==> config.mk <==
export PLATFORM = sky130hd
export DESIGN_NAME = hpdcache_victim_evict_flat
export DESIGN_NICKNAME = d
export VERILOG_FILES = /design/src/rtl/hpdcache_victim_evict_pkg.sv /design/src/rtl/hpdcache_victim_evict_if.sv /design/src/rtl/hpdcache_victim_evict.sv /design/src/flat_wrapper.sv
export SDC_FILE = /design/constraint.sdc
export NUM_CORES = 1
export LEC_CHECK = 0
export CAP_MARGIN = 20
export CORE_ASPECT_RATIO = 1.1
export CORE_MARGIN = 2
export CORE_UTILIZATION = 35
export CTS_CLUSTER_SIZE = 25
export DETAILED_ROUTE_END_ITERATION = 8
export PLACE_DENSITY_LB_ADDON = 0.3
export SLEW_MARGIN = 20
export SYNTH_ARGS = -nofsm -noshare
export SYNTH_HDL_FRONTEND = slang
export SYNTH_SLANG_ARGS = --single-unit
==> constraint.sdc <==
create_clock -name clk_i -period 4.55 [get_ports clk_i]
set_clock_uncertainty 0.2 [all_clocks]
set_input_delay 0.91 -clock clk_i [delete_from_list [all_inputs] [get_ports clk_i]]
set_output_delay 0.91 -clock clk_i [all_outputs]
set_load 0.02 [all_outputs]
==> src/rtl/hpdcache_victim_evict_pkg.sv <==
// Shared configuration, types and helpers for the victim eviction sequencer.
// Optional feature macro: HPDCACHE_VICTIM_EVICT_STATS_EN (eviction counter).
package hpdcache_victim_evict_pkg;

    // Cache configuration: only the user geometry fields are needed here
    typedef struct packed {
        int unsigned ways;
        int unsigned sets;
    } hpdcache_user_cfg_t;

    typedef struct packed {
        hpdcache_user_cfg_t u;
    } hpdcache_cfg_t;

    localparam hpdcache_cfg_t HPDcacheCfg = '{u: '{ways: 4, sets: 64}};

    localparam int HPDCACHE_WAYS  = int'(HPDcacheCfg.u.ways);
    localparam int HPDCACHE_SET_W = (HPDcacheCfg.u.sets > 1) ? $clog2(HPDcacheCfg.u.sets) : 1;
    localparam int HPDCACHE_TAG_W = 20;

    typedef logic [HPDCACHE_SET_W-1:0]                    hpdcache_set_t;
    typedef logic [HPDCACHE_TAG_W-1:0]                    hpdcache_tag_t;
    typedef logic [HPDCACHE_WAYS-1:0]                     hpdcache_way_vector_t;
    typedef logic [HPDCACHE_WAYS-1:0][HPDCACHE_TAG_W-1:0] hpdcache_way_tags_t;

    // Writeback request presented on the evict_* outputs
    typedef struct packed {
        hpdcache_set_t        set;
        hpdcache_tag_t        tag;
        hpdcache_way_vector_t way;
    } hpdcache_evict_req_t;

    // One-hot tag mux: AND-OR so a zero select yields a zero tag
    function automatic hpdcache_tag_t hpdcache_mux_onehot_tag(
        input hpdcache_way_vector_t sel,
        input hpdcache_way_tags_t   tags
    );
        hpdcache_tag_t res;
        res = '0;
        for (int i = 0; i < HPDCACHE_WAYS; i++) begin
            res = res | (tags[i] & {HPDCACHE_TAG_W{sel[i]}});
        end
        return res;
    endfunction

endpackage

==> src/rtl/hpdcache_victim_evict_if.sv <==
// Bundle of all allocation, directory, selector, replacement and eviction
// signals of the victim eviction sequencer. slave = sequencer side,
// master = surrounding cache (miss handler, directory, selector, writeback).
interface hpdcache_victim_evict_if;
    import hpdcache_victim_evict_pkg::*;

    logic                 alloc_req_valid_i;
    logic                 alloc_req_ready_o;
    hpdcache_set_t        alloc_req_set_i;
    logic                 alloc_rsp_valid_o;
    logic                 alloc_rsp_ready_i;
    logic                 alloc_rsp_ok_o;
    hpdcache_way_vector_t alloc_rsp_way_o;

    logic                 dir_rd_o;
    hpdcache_set_t        dir_rd_set_o;
    hpdcache_way_vector_t dir_valid_i;
    hpdcache_way_vector_t dir_dirty_i;
    hpdcache_way_vector_t dir_wback_i;
    hpdcache_way_vector_t dir_fetch_i;
    hpdcache_way_tags_t   dir_tags_i;

    logic                 sel_victim_o;
    hpdcache_way_vector_t sel_victim_way_i;

    logic                 repl_o;
    hpdcache_set_t        repl_set_o;
    hpdcache_way_vector_t repl_way_o;

    logic                 evict_valid_o;
    logic                 evict_ready_i;
    hpdcache_set_t        evict_set_o;
    hpdcache_tag_t        evict_tag_o;
    hpdcache_way_vector_t evict_way_o;
    logic [31:0]          evict_cnt_o;

    modport slave (
        input  alloc_req_valid_i, alloc_req_set_i, alloc_rsp_ready_i,
        input  dir_valid_i, dir_dirty_i, dir_wback_i, dir_fetch_i, dir_tags_i,
        input  sel_victim_way_i, evict_ready_i,
        output alloc_req_ready_o, alloc_rsp_valid_o, alloc_rsp_ok_o, alloc_rsp_way_o,
        output dir_rd_o, dir_rd_set_o, sel_victim_o,
        output repl_o, repl_set_o, repl_way_o,
        output evict_valid_o, evict_set_o, evict_tag_o, evict_way_o, evict_cnt_o
    );

    modport master (
        output alloc_req_valid_i, alloc_req_set_i, alloc_rsp_ready_i,
        output dir_valid_i, dir_dirty_i, dir_wback_i, dir_fetch_i, dir_tags_i,
        output sel_victim_way_i, evict_ready_i,
        input  alloc_req_ready_o, alloc_rsp_valid_o, alloc_rsp_ok_o, alloc_rsp_way_o,
        input  dir_rd_o, dir_rd_set_o, sel_victim_o,
        input  repl_o, repl_set_o, repl_way_o,
        input  evict_valid_o, evict_set_o, evict_tag_o, evict_way_o, evict_cnt_o
    );

endinterface

==> src/rtl/hpdcache_victim_evict.sv <==
// Allocation/eviction sequencer sitting right after the victim selector:
// reads the set's directory, picks the victim, writes back a dirty line if
// needed, answers the miss handler and updates the replacement state.
// Optional feature macro: HPDCACHE_VICTIM_EVICT_STATS_EN (saturating
// 32-bit count of accepted writebacks on evict_cnt_o; tied to 0 otherwise).
module hpdcache_victim_evict
    import hpdcache_victim_evict_pkg::*;
(
    input  logic                  clk_i,
    input  logic                  rst_i,
    hpdcache_victim_evict_if.slave bus
);

    typedef enum logic [1:0] {
        IDLE  = 2'd0,
        DIR   = 2'd1,
        EVICT = 2'd2,
        RESP  = 2'd3
    } state_e;

    state_e               state_q, state_d;
    hpdcache_set_t        set_q, set_d;
    hpdcache_way_vector_t way_q, way_d;
    hpdcache_tag_t        tag_q, tag_d;
    logic                 ok_q, ok_d;

    logic                 req_ready;
    logic                 req_fire;
    logic                 victim_busy;
    logic                 victim_need_evict;
    hpdcache_tag_t        victim_tag;
    hpdcache_evict_req_t  evict_req;

    // Request handshake; ready is masked by reset so nothing is taken while held
    assign req_ready = (state_q == IDLE) & ~rst_i;
    assign req_fire  = bus.alloc_req_valid_i & req_ready;

    // Victim properties, evaluated while the directory data is valid (DIR)
    assign victim_busy       = |(bus.sel_victim_way_i & bus.dir_fetch_i);
    assign victim_need_evict = |(bus.sel_victim_way_i & bus.dir_valid_i &
                                 bus.dir_dirty_i & bus.dir_wback_i);
    assign victim_tag        = hpdcache_mux_onehot_tag(bus.sel_victim_way_i, bus.dir_tags_i);

    assign evict_req = '{set: set_q, tag: tag_q, way: way_q};

    // State register and request context; asynchronous reset drops any request
    always_ff @(posedge clk_i or posedge rst_i) begin
        if (rst_i) begin
            state_q <= IDLE;
            set_q   <= '0;
            way_q   <= '0;
            tag_q   <= '0;
            ok_q    <= 1'b0;
        end else begin
            state_q <= state_d;
            set_q   <= set_d;
            way_q   <= way_d;
            tag_q   <= tag_d;
            ok_q    <= ok_d;
        end
    end

    // Next-state and context update
    always_comb begin
        state_d = state_q;
        set_d   = set_q;
        way_d   = way_q;
        tag_d   = tag_q;
        ok_d    = ok_q;
        case (state_q)
            IDLE: begin
                if (req_fire) begin
                    set_d   = bus.alloc_req_set_i;
                    state_d = DIR;
                end
            end
            DIR: begin
                way_d = bus.sel_victim_way_i;
                tag_d = victim_tag;
                // A line still being fetched cannot be replaced: ask for a retry
                if (victim_busy) begin
                    ok_d    = 1'b0;
                    state_d = RESP;
                end else if (victim_need_evict) begin
                    ok_d    = 1'b0;
                    state_d = EVICT;
                end else begin
                    ok_d    = 1'b1;
                    state_d = RESP;
                end
            end
            EVICT: begin
                if (bus.evict_ready_i) begin
                    ok_d    = 1'b1;
                    state_d = RESP;
                end
            end
            RESP: begin
                if (bus.alloc_rsp_ready_i) begin
                    state_d = IDLE;
                end
            end
            default: state_d = IDLE;
        endcase
    end

    // Outputs decoded from the current state; everything idles at zero
    always_comb begin
        bus.alloc_req_ready_o = req_ready;
        bus.dir_rd_o          = 1'b0;
        bus.dir_rd_set_o      = '0;
        bus.sel_victim_o      = 1'b0;
        bus.evict_valid_o     = 1'b0;
        bus.evict_set_o       = '0;
        bus.evict_tag_o       = '0;
        bus.evict_way_o       = '0;
        bus.alloc_rsp_valid_o = 1'b0;
        bus.alloc_rsp_ok_o    = 1'b0;
        bus.alloc_rsp_way_o   = '0;
        bus.repl_o            = 1'b0;
        bus.repl_set_o        = '0;
        bus.repl_way_o        = '0;
        case (state_q)
            IDLE: begin
                bus.dir_rd_o     = req_fire;
                bus.dir_rd_set_o = req_fire ? bus.alloc_req_set_i : '0;
            end
            DIR: begin
                bus.sel_victim_o = 1'b1;
            end
            EVICT: begin
                bus.evict_valid_o = 1'b1;
                bus.evict_set_o   = evict_req.set;
                bus.evict_tag_o   = evict_req.tag;
                bus.evict_way_o   = evict_req.way;
            end
            RESP: begin
                bus.alloc_rsp_valid_o = 1'b1;
                bus.alloc_rsp_ok_o    = ok_q;
                bus.alloc_rsp_way_o   = ok_q ? way_q : '0;
                // Replacement update only for a real allocation, on the handshake
                if (bus.alloc_rsp_ready_i && ok_q) begin
                    bus.repl_o     = 1'b1;
                    bus.repl_set_o = set_q;
                    bus.repl_way_o = way_q;
                end
            end
            default: ;
        endcase
    end

`ifdef HPDCACHE_VICTIM_EVICT_STATS_EN
    logic [31:0] evict_cnt_q, evict_cnt_d;
    logic        evict_fire;

    assign evict_fire = (state_q == EVICT) & bus.evict_ready_i;

    // Saturating count of accepted writeback requests
    always_comb begin
        evict_cnt_d = evict_cnt_q;
        if (evict_fire && (evict_cnt_q != 32'hFFFF_FFFF)) begin
            evict_cnt_d = evict_cnt_q + 32'd1;
        end
    end

    // Counter register
    always_ff @(posedge clk_i or posedge rst_i) begin
        if (rst_i) begin
            evict_cnt_q <= '0;
        end else begin
            evict_cnt_q <= evict_cnt_d;
        end
    end

    assign bus.evict_cnt_o = evict_cnt_q;
`else
    assign bus.evict_cnt_o = 32'd0;
`endif

endmodule

==> src/flat_wrapper.sv <==
// flat-port wrapper written by rule: the top's interface ports become plain ports
module hpdcache_victim_evict_flat import hpdcache_victim_evict_pkg::*;
  (clk_i, rst_i, bus_alloc_req_valid_i, bus_alloc_req_set_i, bus_alloc_rsp_ready_i, bus_dir_valid_i, bus_dir_dirty_i, bus_dir_wback_i, bus_dir_fetch_i, bus_dir_tags_i, bus_sel_victim_way_i, bus_evict_ready_i, bus_alloc_req_ready_o, bus_alloc_rsp_valid_o, bus_alloc_rsp_ok_o, bus_alloc_rsp_way_o, bus_dir_rd_o, bus_dir_rd_set_o, bus_sel_victim_o, bus_repl_o, bus_repl_set_o, bus_repl_way_o, bus_evict_valid_o, bus_evict_set_o, bus_evict_tag_o, bus_evict_way_o, bus_evict_cnt_o);
  hpdcache_victim_evict_if bus_i ();
  input  logic clk_i;
  input  logic rst_i;
  input wire logic [$bits(bus_i.alloc_req_valid_i)-1:0] bus_alloc_req_valid_i;
  input wire logic [$bits(bus_i.alloc_req_set_i)-1:0] bus_alloc_req_set_i;
  input wire logic [$bits(bus_i.alloc_rsp_ready_i)-1:0] bus_alloc_rsp_ready_i;
  input wire logic [$bits(bus_i.dir_valid_i)-1:0] bus_dir_valid_i;
  input wire logic [$bits(bus_i.dir_dirty_i)-1:0] bus_dir_dirty_i;
  input wire logic [$bits(bus_i.dir_wback_i)-1:0] bus_dir_wback_i;
  input wire logic [$bits(bus_i.dir_fetch_i)-1:0] bus_dir_fetch_i;
  input wire logic [$bits(bus_i.dir_tags_i)-1:0] bus_dir_tags_i;
  input wire logic [$bits(bus_i.sel_victim_way_i)-1:0] bus_sel_victim_way_i;
  input wire logic [$bits(bus_i.evict_ready_i)-1:0] bus_evict_ready_i;
  output wire logic [$bits(bus_i.alloc_req_ready_o)-1:0] bus_alloc_req_ready_o;
  output wire logic [$bits(bus_i.alloc_rsp_valid_o)-1:0] bus_alloc_rsp_valid_o;
  output wire logic [$bits(bus_i.alloc_rsp_ok_o)-1:0] bus_alloc_rsp_ok_o;
  output wire logic [$bits(bus_i.alloc_rsp_way_o)-1:0] bus_alloc_rsp_way_o;
  output wire logic [$bits(bus_i.dir_rd_o)-1:0] bus_dir_rd_o;
  output wire logic [$bits(bus_i.dir_rd_set_o)-1:0] bus_dir_rd_set_o;
  output wire logic [$bits(bus_i.sel_victim_o)-1:0] bus_sel_victim_o;
  output wire logic [$bits(bus_i.repl_o)-1:0] bus_repl_o;
  output wire logic [$bits(bus_i.repl_set_o)-1:0] bus_repl_set_o;
  output wire logic [$bits(bus_i.repl_way_o)-1:0] bus_repl_way_o;
  output wire logic [$bits(bus_i.evict_valid_o)-1:0] bus_evict_valid_o;
  output wire logic [$bits(bus_i.evict_set_o)-1:0] bus_evict_set_o;
  output wire logic [$bits(bus_i.evict_tag_o)-1:0] bus_evict_tag_o;
  output wire logic [$bits(bus_i.evict_way_o)-1:0] bus_evict_way_o;
  output wire logic [$bits(bus_i.evict_cnt_o)-1:0] bus_evict_cnt_o;
  assign bus_i.alloc_req_valid_i = bus_alloc_req_valid_i;
  assign bus_i.alloc_req_set_i = bus_alloc_req_set_i;
  assign bus_i.alloc_rsp_ready_i = bus_alloc_rsp_ready_i;
  assign bus_i.dir_valid_i = bus_dir_valid_i;
  assign bus_i.dir_dirty_i = bus_dir_dirty_i;
  assign bus_i.dir_wback_i = bus_dir_wback_i;
  assign bus_i.dir_fetch_i = bus_dir_fetch_i;
  assign bus_i.dir_tags_i = bus_dir_tags_i;
  assign bus_i.sel_victim_way_i = bus_sel_victim_way_i;
  assign bus_i.evict_ready_i = bus_evict_ready_i;
  assign bus_alloc_req_ready_o = bus_i.alloc_req_ready_o;
  assign bus_alloc_rsp_valid_o = bus_i.alloc_rsp_valid_o;
  assign bus_alloc_rsp_ok_o = bus_i.alloc_rsp_ok_o;
  assign bus_alloc_rsp_way_o = bus_i.alloc_rsp_way_o;
  assign bus_dir_rd_o = bus_i.dir_rd_o;
  assign bus_dir_rd_set_o = bus_i.dir_rd_set_o;
  assign bus_sel_victim_o = bus_i.sel_victim_o;
  assign bus_repl_o = bus_i.repl_o;
  assign bus_repl_set_o = bus_i.repl_set_o;
  assign bus_repl_way_o = bus_i.repl_way_o;
  assign bus_evict_valid_o = bus_i.evict_valid_o;
  assign bus_evict_set_o = bus_i.evict_set_o;
  assign bus_evict_tag_o = bus_i.evict_tag_o;
  assign bus_evict_way_o = bus_i.evict_way_o;
  assign bus_evict_cnt_o = bus_i.evict_cnt_o;
  hpdcache_victim_evict u_core (.clk_i(clk_i), .rst_i(rst_i), .bus(bus_i));
endmodule
==> flow_summary.ini <==
[hold_path]
min_path_type = reg2reg

[yosys]
muxShareOfSynthArea = 0.0486
synth_xor_area_frac = 0
yosysSeqAreaShare = 0.356
synth_top_family_by_area = compound AO/OA/AOI/OAI gates
ys_seq_elements = 33
synth-compound-area-share = 0.215
netlist_area_um2 = 2320
synth.avg_cell_area_um2 = 8.95
synth_fa_ha_area_frac = 0.0270
syn_inst = 259
synth.distinct_cells = 27
yosys.area_share.simple = 0.205
yosysWarningCount = 0

[clocking]
numCtsBuffers = 5
cts_setup_buffers = 0
cts_num_sinks = 33
cts-root-buf = clkbuf_8
cts_resized = 0
cts_buffer_depth = 2
clkLatencyLatePin_ps = 280
hold_buffers = 0
cts_tree = done
htree_num_levels = 2
clkTransAtPathRegs_ps = 70

[placed_design]
dpl.hpwl_mm = 5.57
placed_cells = 491
place_area_um2 = 3910
finalWeightedCongestion = 0.742
port_buffers = 167

[sta]
fin_crit_ps = 3750
tightest_slew_ps = 1020
finalCritPeriodShare = 0.823
max_freq_mhz = 267
hold_viol_final = 0
setup-tns-final_ps = 0
slew_headroom = 0.323
setup_viol = 0
rsz0062_at_grt = false
slew_viol_final = 0
holdWs_ps = 325

[outcome]
status = complete, no violations

[route]
postRouteAntennaNets = 0
drt_iter0_drc = 76
drc = 0
wl_per_cell_um = 14.6
wl_mm = 7.28
num_vias = 2429
first_pass_iters = 4
via_per_inst = 4.87

[die]
start_util = 0.356
die_y_um = 89.3
coreArea_um2 = 6520
io_pins = 200
num_rows = 31
fp.dieW_um = 81.6
die_area_um2 = 7290

[final_layout]
post-route-util = 0.617
final_cells = 499
drive_above_1_share = 0.0528
nNetsFinal = 532
final_area_um2 = 4020
diodes = 0
area_growth_pct = 73.6

[pwr]
total_leakage_power_nw = 1.67
ir_worst_vdd_uv = 228
p_per_area_nw_per_um2 = 478

[global_route]
antenna_found_initial = 0
grt_pass1_wl_mm = 11.0
gr-total-overflow = 0
grt_usage = 0.196
grt_pass1_vias = 2312
grt_max_degree = 48

[critical_path]
crit_path_start_kind = input pin
critPathKind = in2out
cp.arrival_ps = 2640
required_ps = 3440
crit_fanout = 8
endpoint_kind = output pin

[flow_run]
maxCapViolCount = 0
[registers in the layout, summed over array words and instances, names as in the netlist]
register	flops
u_core.ok_q	1
u_core.set_q	6
u_core.state_q	2
u_core.tag_q	20
u_core.way_q	4
[critical path, cell delays in order]
cell and delay, ps:
clkdlybuf4s50_1 480, nor2b_4 230, and2_1 350, clkdlybuf4s50_1 670
[layout by cell type, fill, tap and decap left out, types with 2 or more instances in the layout]
cell type        netlist  routed
a22oi_1               42      42
a31oi_1               20      20
and2_1                42      42
and3_1                11      11
buf_4                 32       2
clkbuf_8               0       5
clkdlybuf4s50_1        0     167
conb_1                 1      32
dfrtp_1               33      33
ha_1                   5       4
inv_1                  6       6
mux2_2                10      10
nand2_1                2       2
nand4_1                5       5
nor2_1                21      21
o21ai_0                2       2
[where the power goes]
| group | internal [mW] | switching, mW |
|---|---|---|
| Sequential | 0.428 | 0.0887 |
| Combinational | 0.555 | 0.571 |
| Clock | 0.164 | 0.114 |
| Total | 1.15 | 0.774 |
[cell families (layout without fill, tap and decap cells)]
logic type,after synthesis,after routing
simple gates,84,84
compound gates,70,70
buf+inv,56,183
flops,33,33
mux,10,10
fa+ha+maj,5,5
other cells,1,32
[metal layers]
layer | GRT usage | part of all wire | vias up
li1 | - | - | 1179
met1 | 0.206 | 0.37 | 1137
met2 | 0.382 | 0.54 | 109
met3 | 0.0515 | 0.084 | 4
met5 | 0 | 0 | -
met4 | 0.0485 | 0.0043 | 0
[layout make-up]
type	instances	area, µm²
Tap cell	82	103
Clock inverter	3	46.3
Timing Repair Buffer	169	1690
Fill cell	581	2490
Inverter	6	22.5
Clock buffer	5	68.8
Multi-Input combinational cell	201	1270
Sequential cell	33	826
[through the flow]
stage	power [mW]	worst slack [ps]
3_3_place_gp	1.63	878
4_1_cts	1.94	765
6_report	1.92	805
3_5_place_dp	1.66	813
5_1_grt	2.07	653
2_1_floorplan	1.17	1940
[worst paths after layout]
kind | cells past startpoint | slack, ps | to | start
max in group asynchronous | 3 | 2530 | u_core.tag_q[18] | rst_i
hold / removal | 1 | 330 | u_core.set_q[1] | u_core.set_q[1]
min in group asynchronous | 2 | 940 | u_core.way_q[0] | rst_i
hold reg to reg | 1 | 330 | u_core.set_q[1] | u_core.set_q[1]
setup reg to reg | 5 | 2250 | u_core.state_q[1] | u_core.state_q[0]
setup / recovery | 4 | 800 | bus_dir_rd_o | rst_i
[synth_stat cells]
library cell  count  area, µm²
o211ai_1          1       7.51
a311o_1           1       10.0
nand3_1           1       5.00
and3_1           11       68.8
and2_1           42        263
buf_4            32        240
dfrtp_1          33        826
nand2_1           2       7.51
o21ai_0           2       10.0
nand2b_1          1       6.26
mux2_2           10        113
nand4_1           5       31.3
clkbuf_1         11       41.3
conb_1            1       3.75
nor2b_4           1       13.8
buf_6             1       11.3
a21boi_0          1       7.51
a21o_1            1       7.51
a22oi_1          42        315
buf_2             2       10.0
ha_1              5       62.6
a222oi_1          1       10.0
a21oi_1           1       5.00
buf_1             4       15.0
nor2_1           21       78.8
a31oi_1          20        125
inv_1             6       22.5
(Power assumes the default switching activity.)
